## src/rtl/pwm_pkg.sv

```systemverilog
// Shared definitions for the duty-cycle controller and the downstream
// two-digit display stage (which reuses duty_t for its num_i input).
package pwm_pkg;

    localparam int DUTY_MAX     = 100;
    localparam int DUTY_W       = 7;
    localparam int PERIOD_STEPS = 100;

    typedef logic [DUTY_W-1:0] duty_t;

    // Counter width that stays legal (>= 1 bit) when the terminal count is 1.
    function automatic int cnt_width(input int n);
        return (n > 1) ? $clog2(n) : 1;
    endfunction

endpackage

```

## src/rtl/btn_debounce.sv

```systemverilog
// Push-button conditioner: 2-flop synchronizer, level debounce and a
// one-cycle press event on each accepted 0->1 transition.
// Optional auto-repeat while held: PWM_DUTY_CTRL_AUTO_REPEAT_EN.
module btn_debounce
    import pwm_pkg::*;
#(
    parameter int DEBOUNCE_CYC = 20000,
    parameter int REPEAT_CYC   = 250000
) (
    input  logic clk,
    input  logic rst_i,
    input  logic btn_i,
    output logic press_o
);

    localparam int CW = cnt_width(DEBOUNCE_CYC);
    localparam logic [CW-1:0] CNT_LAST = CW'(DEBOUNCE_CYC - 1);

    if (DEBOUNCE_CYC < 2) begin : g_bad_debounce
        $error("btn_debounce: DEBOUNCE_CYC must be >= 2");
    end
    if (REPEAT_CYC < 1) begin : g_bad_repeat
        $error("btn_debounce: REPEAT_CYC must be >= 1");
    end

    logic          sync_q1;
    logic          sync_q2;
    logic          level_q;
    logic [CW-1:0] cnt_q;
    logic          rise;
    logic          rpt_fire;

    // Bring the raw button into the clk domain.
    always_ff @(posedge clk) begin
        if (rst_i) begin
            sync_q1 <= 1'b0;
            sync_q2 <= 1'b0;
        end else begin
            sync_q1 <= btn_i;
            sync_q2 <= sync_q1;
        end
    end

    // Accept a new level only after it has differed for DEBOUNCE_CYC cycles.
    always_ff @(posedge clk) begin
        if (rst_i) begin
            level_q <= 1'b0;
            cnt_q   <= '0;
        end else if (sync_q2 == level_q) begin
            cnt_q <= '0;
        end else if (cnt_q == CNT_LAST) begin
            level_q <= sync_q2;
            cnt_q   <= '0;
        end else begin
            cnt_q <= cnt_q + 1'b1;
        end
    end

    // Debounced level is about to flip high on this edge.
    assign rise = sync_q2 && !level_q && (cnt_q == CNT_LAST);

`ifdef PWM_DUTY_CTRL_AUTO_REPEAT_EN
    localparam int RW = cnt_width(REPEAT_CYC);
    localparam logic [RW-1:0] RPT_LAST = RW'(REPEAT_CYC - 1);

    logic [RW-1:0] rpt_q;

    // Interval timer that runs only while the debounced level is held high.
    always_ff @(posedge clk) begin
        if (rst_i || !level_q) begin
            rpt_q <= '0;
        end else if (rpt_q == RPT_LAST) begin
            rpt_q <= '0;
        end else begin
            rpt_q <= rpt_q + 1'b1;
        end
    end

    assign rpt_fire = level_q && (rpt_q == RPT_LAST);
`else
    assign rpt_fire = 1'b0;
`endif

    // Registered one-cycle press event.
    always_ff @(posedge clk) begin
        if (rst_i) begin
            press_o <= 1'b0;
        end else begin
            press_o <= rise | rpt_fire;
        end
    end

endmodule

```

## src/rtl/pwm_duty_ctrl.sv

```systemverilog
// Two-button saturating duty control (0..100) with PWM generation.
// The PWM period latches the requested duty only at its wrap, so a new
// request never truncates or extends the running period.
// Optional auto-repeat while a button is held: PWM_DUTY_CTRL_AUTO_REPEAT_EN.
module pwm_duty_ctrl
    import pwm_pkg::*;
#(
    parameter int PRESCALE     = 1000,
    parameter int DEBOUNCE_CYC = 20000,
    parameter int STEP         = 5,
    parameter int DUTY_INIT    = 50,
    parameter int REPEAT_CYC   = 250000
) (
    input  logic              clk,
    input  logic              rst_i,
    input  logic              btn_up_i,
    input  logic              btn_dn_i,
    output logic [DUTY_W-1:0] duty_o,
    output logic              duty_valid_o,
    output logic              pwm_o
);

    localparam int PW = cnt_width(PRESCALE);
    localparam logic [PW-1:0] PRE_LAST   = PW'(PRESCALE - 1);
    localparam logic [7:0]    STEP_8     = 8'(STEP);
    localparam logic [7:0]    MAX_8      = 8'(DUTY_MAX);
    localparam duty_t         INIT_D     = DUTY_W'(DUTY_INIT);
    localparam duty_t         PCNT_LAST  = DUTY_W'(PERIOD_STEPS - 1);

    if (PRESCALE < 1) begin : g_bad_prescale
        $error("pwm_duty_ctrl: PRESCALE must be >= 1");
    end
    if (STEP < 1 || STEP > DUTY_MAX) begin : g_bad_step
        $error("pwm_duty_ctrl: STEP must be 1..100");
    end
    if (DUTY_INIT < 0 || DUTY_INIT > DUTY_MAX) begin : g_bad_init
        $error("pwm_duty_ctrl: DUTY_INIT must be 0..100");
    end

    logic          up_ev;
    logic          dn_ev;
    logic [7:0]    sum_up;
    duty_t         duty_next;
    logic          duty_chg;
    logic [PW-1:0] presc_q;
    logic          tick;
    duty_t         pcnt_q;
    duty_t         shadow_q;

    btn_debounce #(
        .DEBOUNCE_CYC (DEBOUNCE_CYC),
        .REPEAT_CYC   (REPEAT_CYC)
    ) u_btn_up (
        .clk     (clk),
        .rst_i   (rst_i),
        .btn_i   (btn_up_i),
        .press_o (up_ev)
    );

    btn_debounce #(
        .DEBOUNCE_CYC (DEBOUNCE_CYC),
        .REPEAT_CYC   (REPEAT_CYC)
    ) u_btn_dn (
        .clk     (clk),
        .rst_i   (rst_i),
        .btn_i   (btn_dn_i),
        .press_o (dn_ev)
    );

    // Saturating next duty; simultaneous up/down cancels out.
    always_comb begin
        sum_up    = {1'b0, duty_o} + STEP_8;
        duty_next = duty_o;
        if (up_ev && !dn_ev) begin
            duty_next = (sum_up > MAX_8) ? DUTY_W'(DUTY_MAX) : sum_up[DUTY_W-1:0];
        end else if (dn_ev && !up_ev) begin
            duty_next = ({1'b0, duty_o} < STEP_8) ? '0
                                                  : DUTY_W'({1'b0, duty_o} - STEP_8);
        end
        duty_chg = (duty_next != duty_o);
    end

    // Requested duty register; valid pulses only on a real value change.
    always_ff @(posedge clk) begin
        if (rst_i) begin
            duty_o       <= INIT_D;
            duty_valid_o <= 1'b0;
        end else begin
            duty_o       <= duty_next;
            duty_valid_o <= duty_chg;
        end
    end

    assign tick = (presc_q == PRE_LAST);

    // Prescaler producing one tick every PRESCALE cycles.
    always_ff @(posedge clk) begin
        if (rst_i) begin
            presc_q <= '0;
        end else if (tick) begin
            presc_q <= '0;
        end else begin
            presc_q <= presc_q + 1'b1;
        end
    end

    // Period counter; shadow duty is refreshed only at the period wrap.
    always_ff @(posedge clk) begin
        if (rst_i) begin
            pcnt_q   <= '0;
            shadow_q <= INIT_D;
        end else if (tick) begin
            if (pcnt_q == PCNT_LAST) begin
                pcnt_q   <= '0;
                shadow_q <= duty_o;
            end else begin
                pcnt_q <= pcnt_q + 1'b1;
            end
        end
    end

    // Registered PWM compare.
    always_ff @(posedge clk) begin
        if (rst_i) begin
            pwm_o <= 1'b0;
        end else begin
            pwm_o <= (pcnt_q < shadow_q);
        end
    end

endmodule

```

## config.mk

```make
export PLATFORM = sky130hd
export DESIGN_NAME = pwm_duty_ctrl
export DESIGN_NICKNAME = d
export VERILOG_FILES = /design/src/rtl/pwm_pkg.sv /design/src/rtl/btn_debounce.sv /design/src/rtl/pwm_duty_ctrl.sv
export SDC_FILE = /design/constraint.sdc
export NUM_CORES = 1
export LEC_CHECK = 0
export CORE_UTILIZATION = 50
export CTS_BUF_LIST = sky130_fd_sc_hd__clkbuf_8
export DETAILED_ROUTE_END_ITERATION = 6
export DONT_BUFFER_PORTS = 1
export GPL_TIMING_DRIVEN = 0
export HOLD_SLACK_MARGIN = 0.12
export PLACE_DENSITY = 0.75
export SYNTH_ARGS = -nofsm -noshare
export SYNTH_HDL_FRONTEND = slang
export SYNTH_HIERARCHICAL = 1
export SYNTH_SLANG_ARGS = --single-unit
```

## constraint.sdc

```tcl
create_clock -name clk -period 4.7 [get_ports clk]
set_clock_uncertainty 0.2 [all_clocks]
set_input_delay 0.94 -clock clk [delete_from_list [all_inputs] [get_ports clk]]
set_output_delay 0.94 -clock clk [all_outputs]
set_load 0.03 [all_outputs]
```

=== After elaboration in Yosys (flattened, before gate mapping) ===
Cells that the tools add are included.

* Register bits after elaboration: 71
* Bits in latches: 0
* Memories kept: 0
* Input bits: 4
* ROM bits: 0
* Memory bits (writable): 0

* Div/mod/pow operators: 0
* Muxes and demuxes: 5
* Multiply operators: 0
* $lt $le $gt $ge: 3
* Bitwise operators: 2
* Add/subtract/negate cells: 6
* Reductions and logical operators: 16
* Shift-type cells: 0
* Equality and inequality tests: 7

{| class="wikitable"
|+ Operators by type and width
! operator !! count
|-
| two-way mux 7 bit || 5
|-
| adder 15 x 1 -> 15 bit (second input constant) || 2
|-
| equality test 15 bit (second input constant) || 2
|-
| adder 10 x 1 -> 10 bit (second input constant) || 1
|-
| equality test 10 bit (second input constant) || 1
|-
| adder 7 x 3 -> 8 bit (second input constant) || 1
|-
| > comparator 8 x 7 -> 1 bit (second input constant) || 1
|-
| adder 7 x 1 -> 7 bit (second input constant) || 1
|-
| equality test 7 bit (second input constant) || 1
|-
| < comparator 7 x 3 -> 1 bit (second input constant) || 1
|-
| < comparator 7 bit || 1
|-
| != test 7 bit || 1
|-
| subtractor 7 x 3 -> 7 bit (second input constant) || 1
|-
| logical AND 1 bit || 6
|-
| AND reduction 2 bit || 3
|-
| OR reduction 3 bit || 2
|-
| logical NOT 1 bit || 4
|-
| equality test 1 bit || 2
|-
| NOT 1 bit || 2
|-
| OR reduction 2 bit || 1
|}

=== Depth between registers and ports, before layout ===
Gate-level depths: netlist of the first run.

* Depth after elaboration: 5
* Gate-level depth with buffers: 9
* Gate-level depth less buffers: 8

=== Modules after synthesis ===
Netlist of the first run, hierarchy kept.

{| class="wikitable"
|+ Modules (own cells, without submodules)
! module !! seq. area each (sq um) !! times used !! cells each !! area each (sq um)
|-
| pwm_duty_ctrl || 660.6 || 1 || 263 || 2149.6
|-
| btn_debounce || 380.4 || 2 || 84 || 820.8
|}

=== Least setup slack after synthesis of the first run ===
No wires, ideal clock.

* Path kind: reg-to-reg
* From: register duty_o[1]
* To: register duty_valid_o
* Cell stages (with the launch flop): 10
* Data arrival time: 2.216 ns
* Setup time: 0.133 ns
* Setup slack: 2.151 ns
* Buffers on the path: 1
* Path through: dfxtp_1 -> ha_1 -> buf_2 -> nand2b_1 -> nor4_2 -> a311o_1 -> a21oi_1 -> and3_1 -> a211oi_1 -> a31oi_1

* Cells in the longest elaborated chain, start to end: 5
* Elaborated cells between the ends (all ways): 9
* Classes of those cells: 2 x add/sub; 2 x order compare; 1 x eq/ne; 4 x mux

{| class="wikitable"
|+ RTL lines
! element !! RTL line !! text
|-
| start: declaration || pwm_duty_ctrl.sv:18 || <nowiki>output logic [DUTY_W-1:0] duty_o,</nowiki>
|-
| start signal: assignment || pwm_duty_ctrl.sv:89 || <nowiki>duty_o <= duty_next;</nowiki>
|-
| adder 7 x 3 -> 8 bit, or another cell as far along || pwm_duty_ctrl.sv:72 || <nowiki>sum_up = {1'b0, duty_o} + STEP_8;</nowiki>
|-
| > comparator 8 x 7 -> 1 bit / two-way mux 7 bit (equally long branches) || pwm_duty_ctrl.sv:75, pwm_duty_ctrl.sv:77 ||
|-
| two-way mux 7 bit, on equally long branches || pwm_duty_ctrl.sv:75, pwm_duty_ctrl.sv:76 ||
|-
| two-way mux 7 bit || pwm_duty_ctrl.sv:74 || <nowiki>if (up_ev && !dn_ev) begin</nowiki>
|-
| != test 7 bit (*) || pwm_duty_ctrl.sv:80 || <nowiki>duty_chg = (duty_next != duty_o);</nowiki>
|-
| end signal: assignment || pwm_duty_ctrl.sv:90 || <nowiki>duty_valid_o <= duty_chg;</nowiki>
|-
| end: declaration || pwm_duty_ctrl.sv:19 || <nowiki>output logic duty_valid_o,</nowiki>
|}

Mark *: on every way between the ends. The rest lies on a longest branch, timed or not.
A chain may end at the register's enable or synchronous reset.

=== Final worst setup path of the first run ===
Ends and elaborated chain as after synthesis.

==> impl_metrics.yaml, run 1 <==
detailed_routing:
  drc: 0
  viasPerCell: 5.57
  wl_mm: 7.47
  dr_total_vias: 3042
  detail_route.wl_per_cell_um: 13.7
  drt_iter0_drc: 162
  antenna_left: 0
  firstDrtPassIters: 4
hold_path:
  whs_endpoint: "u_btn_up/sync_q2"
  hp-start: "u_btn_up/sync_q1"
  worstHoldPathCells: 1
  hp-class: "reg -> reg"
placement:
  placed_cell_area_um2: 3920
  place_congestion: 0.886
  placed_cells: 530
  port_buffers: 0
  place_ws_ns: 1.72
  dp_hpwl_mm: 5.15
cts:
  cts_resized: 0
  htree_levels: 3
  clockRootBuffer: "clkbuf_8"
  cts.clk_slew.worst_paths_ns: 0.08
  numCtsBuffers: 9
  cts_tree: "yes"
  hold_buffers: 0
  cts_setup_buffers: 0
  cts_buffer_depth: 2
  cts_num_sinks: 71
  clk_latency_ns: 0.35
power:
  p_leak_nw: 1.54
  max-vdd-ir-drop_mv: 0.211
  powerDensity_nw_per_um2: 275
final_layout:
  layout_commonest_cell: "dfxtp_1"
  multi_input_area_um2: 2160
  layout_common_cells: "dfxtp_1, nor2_1, xor2_1, nand2_1, nand4_1"
  final_area_um2: 4120
  area_growth_pct: 8.75
  layout.cells.non_filler: 546
  drive_above_1_share: 0.116
  antenna_cells: 0
  seq_area_um2: 1420
  nFillCells: 676
  final_nets: 460
yosys:
  netlist_area_um2: 3790
  synth_cells: 431
  synth-async-reset-ratio: 0
  synth_area_leaders: "dfxtp_1, xor2_1, nor2_1, ha_1, and4_1"
  synth_ff_type: "dfxtp_1"
  ys_seq_area_frac: 0.375
  avgSynthCellArea_um2: 8.80
  yosysWarnings: 6
  ys_ff_latch: 71
  synth-edff-count: 0
  syn-num-nets: 449
  yosysTopAreaCell: "dfxtp_1"
  post-synth-top-area-fraction: 0.375
  synth_cell_types: 58
global_routing:
  grt_pass1_vias: 2764
  overflow: 0
  antenna_found_initial: 0
  grt_usage: 0.207
  grt_max_degree: 17
  grt_pass1_wl_mm: 12.7
floorplanning:
  die_x_um: 89.1
  die_area_um2: 7930
  io_pins: 13
  die_height_um: 89.1
  core_area_um2: 7290
  initial_utilization: 0.520
  rows: 31
setup_path:
  r2r_setup_slack_ns: 1.68
  start_kind: "register"
  cp_max_fo: 10
  crit_required_ns: 4.72
  worstSetupPathType: "reg -> reg"
  critPathLaunch: "duty_o[1]"
  worst_r2r_path_depth: 8
  arrival_ns: 3.04
  r2r_end: "duty_valid_o"
  endpoint_kind: "register"
  r2r_start: "duty_o[1]"
sta:
  fin_setup_tns_ns: 0
  worst_pin_slew_ns: 0.642
  setup_slack_ns: 1.68
  slew_violations: 0
  finalSetupViolCount: 0
  hold_violations: 0
  max-slew-margin-rel: 0.571
  rsz0062_at_grt: "no"
  period_share: 0.643
  min_period_ns: 3.02
  fmax_mhz: 331
flow_run:
  cap_violations: 0
status:
  status: "completed"
==> state kept, by name, summed over array words and instances, names as in the netlist <==
signal,flops
duty_valid_o,1
duty_o,7
u_btn_up/press_o,1
u_btn_dn/level_q,1
u_btn_up/sync_q2,1
u_btn_up/cnt_q,15
u_btn_dn/press_o,1
pwm_o,1
u_btn_up/level_q,1
pcnt_q,7
presc_q,10
u_btn_dn/sync_q1,1
u_btn_dn/sync_q2,1
u_btn_dn/cnt_q,15
shadow_q,7
u_btn_up/sync_q1,1
==> area by class of cell <==
class | count | share of cell area
multi-input cells | 319 | 0.523
inverters | 16 | 0.0146
clock buffers | 11 | 0.0367
plain buffers | 25 | 0.0370
clock inverters | 5 | 0.0137
well taps | 99 | 0.0300
flip-flops and latches | 71 | 0.345
==> worst max-delay path, cell delays in order, from the launching register on <==
cell and delay (ns):
dfxtp_1 0.70, ha_1 0.24, buf_2 0.20, nand2b_1 0.14
nor4_2 0.49, nor4_1 0.17, or3_1 0.39, a31oi_1 0.23
a31oi_1 0.13
==> metal layers <==
metal  global-route usage  up-vias  routed length [um]
li1                     -     1549                   -
met1                0.270     1400                3480
met2                0.331       81                3380
met3               0.0637       12                 497
met4               0.0620        0                 112
met5                    0        -                   0
==> how the worst max path moves through the flow <==
stage                              end  slack (ns)  depth (start not counted)
after floorplan           duty_valid_o        2.15                          9
after global placement    duty_valid_o        1.75                          9
after detailed placement  duty_valid_o        1.72                          8
after CTS                 duty_valid_o        1.69                          9
after global routing      duty_valid_o        1.50                          9
final                     duty_valid_o        1.68                          8
==> synthesized netlist by cell type, drive strengths merged (9+ instances only) <==
master  instances
a21oi          18
and4           13
buf            13
clkbuf         12
dfxtp          71
ha             14
inv            16
nand2          26
nand3          13
nand4          19
nor2           59
nor2b           9
nor3           12
o21ai          12
xor2           30
==> cells by family (layout without fill, tap and decap cells) <==
family                     after synthesis  after routing  share of synthesized area
buffers and inverters                   41             57                     0.0561
adders and majority gates               14             14                     0.0462
DFF                                     71             71                      0.375
and+or+nand+nor                        194            194                      0.292
AOI/OAI and AO/OA                       67             67                      0.127
muxes                                    6              6                     0.0158
xor gates and xnor gates                38             38                     0.0878
==> metrics by stage <==
stage / total power, W / utilization / hold WS, ns
2_1_floorplan: 0.000635 / - / 0.213
3_3_place_gp: 0.000638 / 0.537 / 0.221
3_5_place_dp: 0.000639 / 0.537 / 0.223
4_1_cts: 0.00114 / 0.565 / 0.240
5_1_grt: 0.00118 / 0.565 / 0.252
6_report: 0.00113 / 0.565 / 0.242
==> where the power goes <==
part / internal (W) / switching [W]
Sequential: 0.000606 / 0.00000378
Clock: 0.000273 / 0.000233
Combinational: 0.00000577 / 0.00000994
Power figures use the tool's default switching activity.
==> run 2: changes to the inputs <==
- clock period: 4.7 -> 2.8 ns (I/O delays scaled with it)
==> run 2 against run 1 <==
Against the previous run: flip-flop and latch count unchanged; clock-buffer cell count unchanged; utilization increased by 0.34 points; largest cell class unchanged; non-clock buffer count increased by 1; routed wire length increased by 1.2%.
==> impl_metrics.yaml, run 2 (synthesis gave the netlist of run 1 again) <==
global_routing:
  grt_pass1_wl_mm: 12.8
  grt_max_degree: 13
  antenna_found_initial: 0
  grt_pass1_vias: 2785
  grt_usage: 0.209
  overflow: 0
sta:
  fmax_mhz: 378
  min_period_ns: 2.64
  max-slew-margin-rel: 0.572
  rsz0062_at_grt: "no"
  slew_violations: 0
  period_share: 0.945
  worst_pin_slew_ns: 0.641
  setup_slack_ns: 0.155
  hold_violations: 0
  finalSetupViolCount: 0
floorplanning:
  die_height_um: 89.1
  rows: 31
  die_x_um: 89.1
  die_area_um2: 7930
  io_pins: 13
  core_area_um2: 7290
  initial_utilization: 0.520
hold_path:
  hp-class: "in -> reg"
cts:
  clockRootBuffer: "clkbuf_8"
  cts_setup_buffers: 0
  cts.clk_slew.worst_paths_ns: 0.08
  numCtsBuffers: 9
  cts_num_sinks: 71
  cts_tree: "yes"
  cts_buffer_depth: 2
  clk_latency_ns: 0.35
  htree_levels: 3
placement:
  place_ws_ns: -0.177
  port_buffers: 0
  dp_hpwl_mm: 5.15
  placed_cells: 530
  place_congestion: 0.886
final_layout:
  area_growth_pct: 9.41
  antenna_cells: 0
  largestRegisters: "u_btn_dn/cnt_q: 15 flops, u_btn_up/cnt_q: 15 flops, presc_q: 10 flops"
  layout_common_cells: "dfxtp_1, nor2_1, xor2_1, nand2_1, nand4_1"
  layout.cells.non_filler: 547
  layout_commonest_cell: "dfxtp_1"
  drive_above_1_share: 0.123
  final_nets: 461
detailed_routing:
  viasPerCell: 5.63
  antenna_left: 0
  wl_mm: 7.56
  detail_route.wl_per_cell_um: 13.8
  drt_iter0_drc: 169
  dr_total_vias: 3080
  firstDrtPassIters: 5
  drc: 0
flow_run:
  cap_violations: 0
setup_path:
  start_kind: "register"
  endpoint_kind: "register"
  crit_required_ns: 2.82
  cp_max_fo: 10
  worstSetupPathType: "reg -> reg"
  arrival_ns: 2.66
power:
  powerDensity_nw_per_um2: 459
  power_w: 0.00190
  max-vdd-ir-drop_mv: 0.354
  p_leak_nw: 1.54
status:
  status: "completed"
[run 2: cell types whose count changed in the layout (fill, tap and decap cells not counted), sizes merged]
| cell | change |
|---|---|
| dlygate4sd3 | +1 |
[run 2: report_power, final]
group | internal (W) | switching (W)
clock | 0.000458 | 0.000395
combinational | 0.0000106 | 0.0000189
sequential | 0.00102 | 0.00000634
total | 0.00148 | 0.000420
[run 2: worst paths after layout]
kind | startpoint | endpoint | slack (ns) | cells past startpoint
hold reg to reg | u_btn_up/sync_q1 | u_btn_up/sync_q2 | 0.24 | 1
setup reg to reg | duty_o[4] | duty_valid_o | 0.16 | 7
hold / removal | btn_up_i | u_btn_up/sync_q1 | 0.14 | 1
setup / recovery | duty_o[4] | duty_valid_o | 0.16 | 7
[run 2: layout make-up]
cell class,instances,area (um^2)
plain buffers,25,154
clock buffers,11,151
clock inverters,5,56.3
fillers,675,3140
inverters,16,60.1
multi-input cells,319,2170
flip-flops and latches,71,1430
well taps,99,124
repair buffers,1,10.0
[run 2: per-stage QoR]
| stage | hold WS (ns) | utilization | TNS [ns] | instance area (um^2) |
|---|---|---|---|---|
| finish | 0.138 | 0.569 | 0 | 4150 |
| global route | 0.127 | 0.569 | 0 | 4150 |
| CTS | 0.130 | 0.568 | 0 | 4140 |
| detailed placement | 0.223 | 0.537 | -0.177 | 3920 |
| global placement | 0.221 | 0.537 | -0.149 | 3920 |
| floorplan | 0.213 | - | 0 | 3790 |
[run 2: what timing repair did]
item | 4_1_cts | 5_1_grt
pin swaps | 0 | 0
cloned | 0 | 0
endpoints found under the hold margin | 10 | 0
setup endpoints to repair | 1 | 1
hold buffers | 1 | 0
gates resized for setup | 2 | 4
[run 2: worst max-delay path, stage by stage, from the launching register on]
cell,delay [ns]
dfxtp_1,0.52
buf_4,0.22
clkbuf_1,0.41
a21oi_1,0.14
nor4_1,0.54
nand2_1,0.11
a31oi_1,0.24
a31oi_1,0.13
[run 2: per-layer routing]
layer,vias to the layer above,share of wire,track usage
met5,-,0,0
met4,0,0.018,0.0635
met3,12,0.060,0.0637
met2,89,0.45,0.335
met1,1427,0.47,0.273
li1,1552,-,-
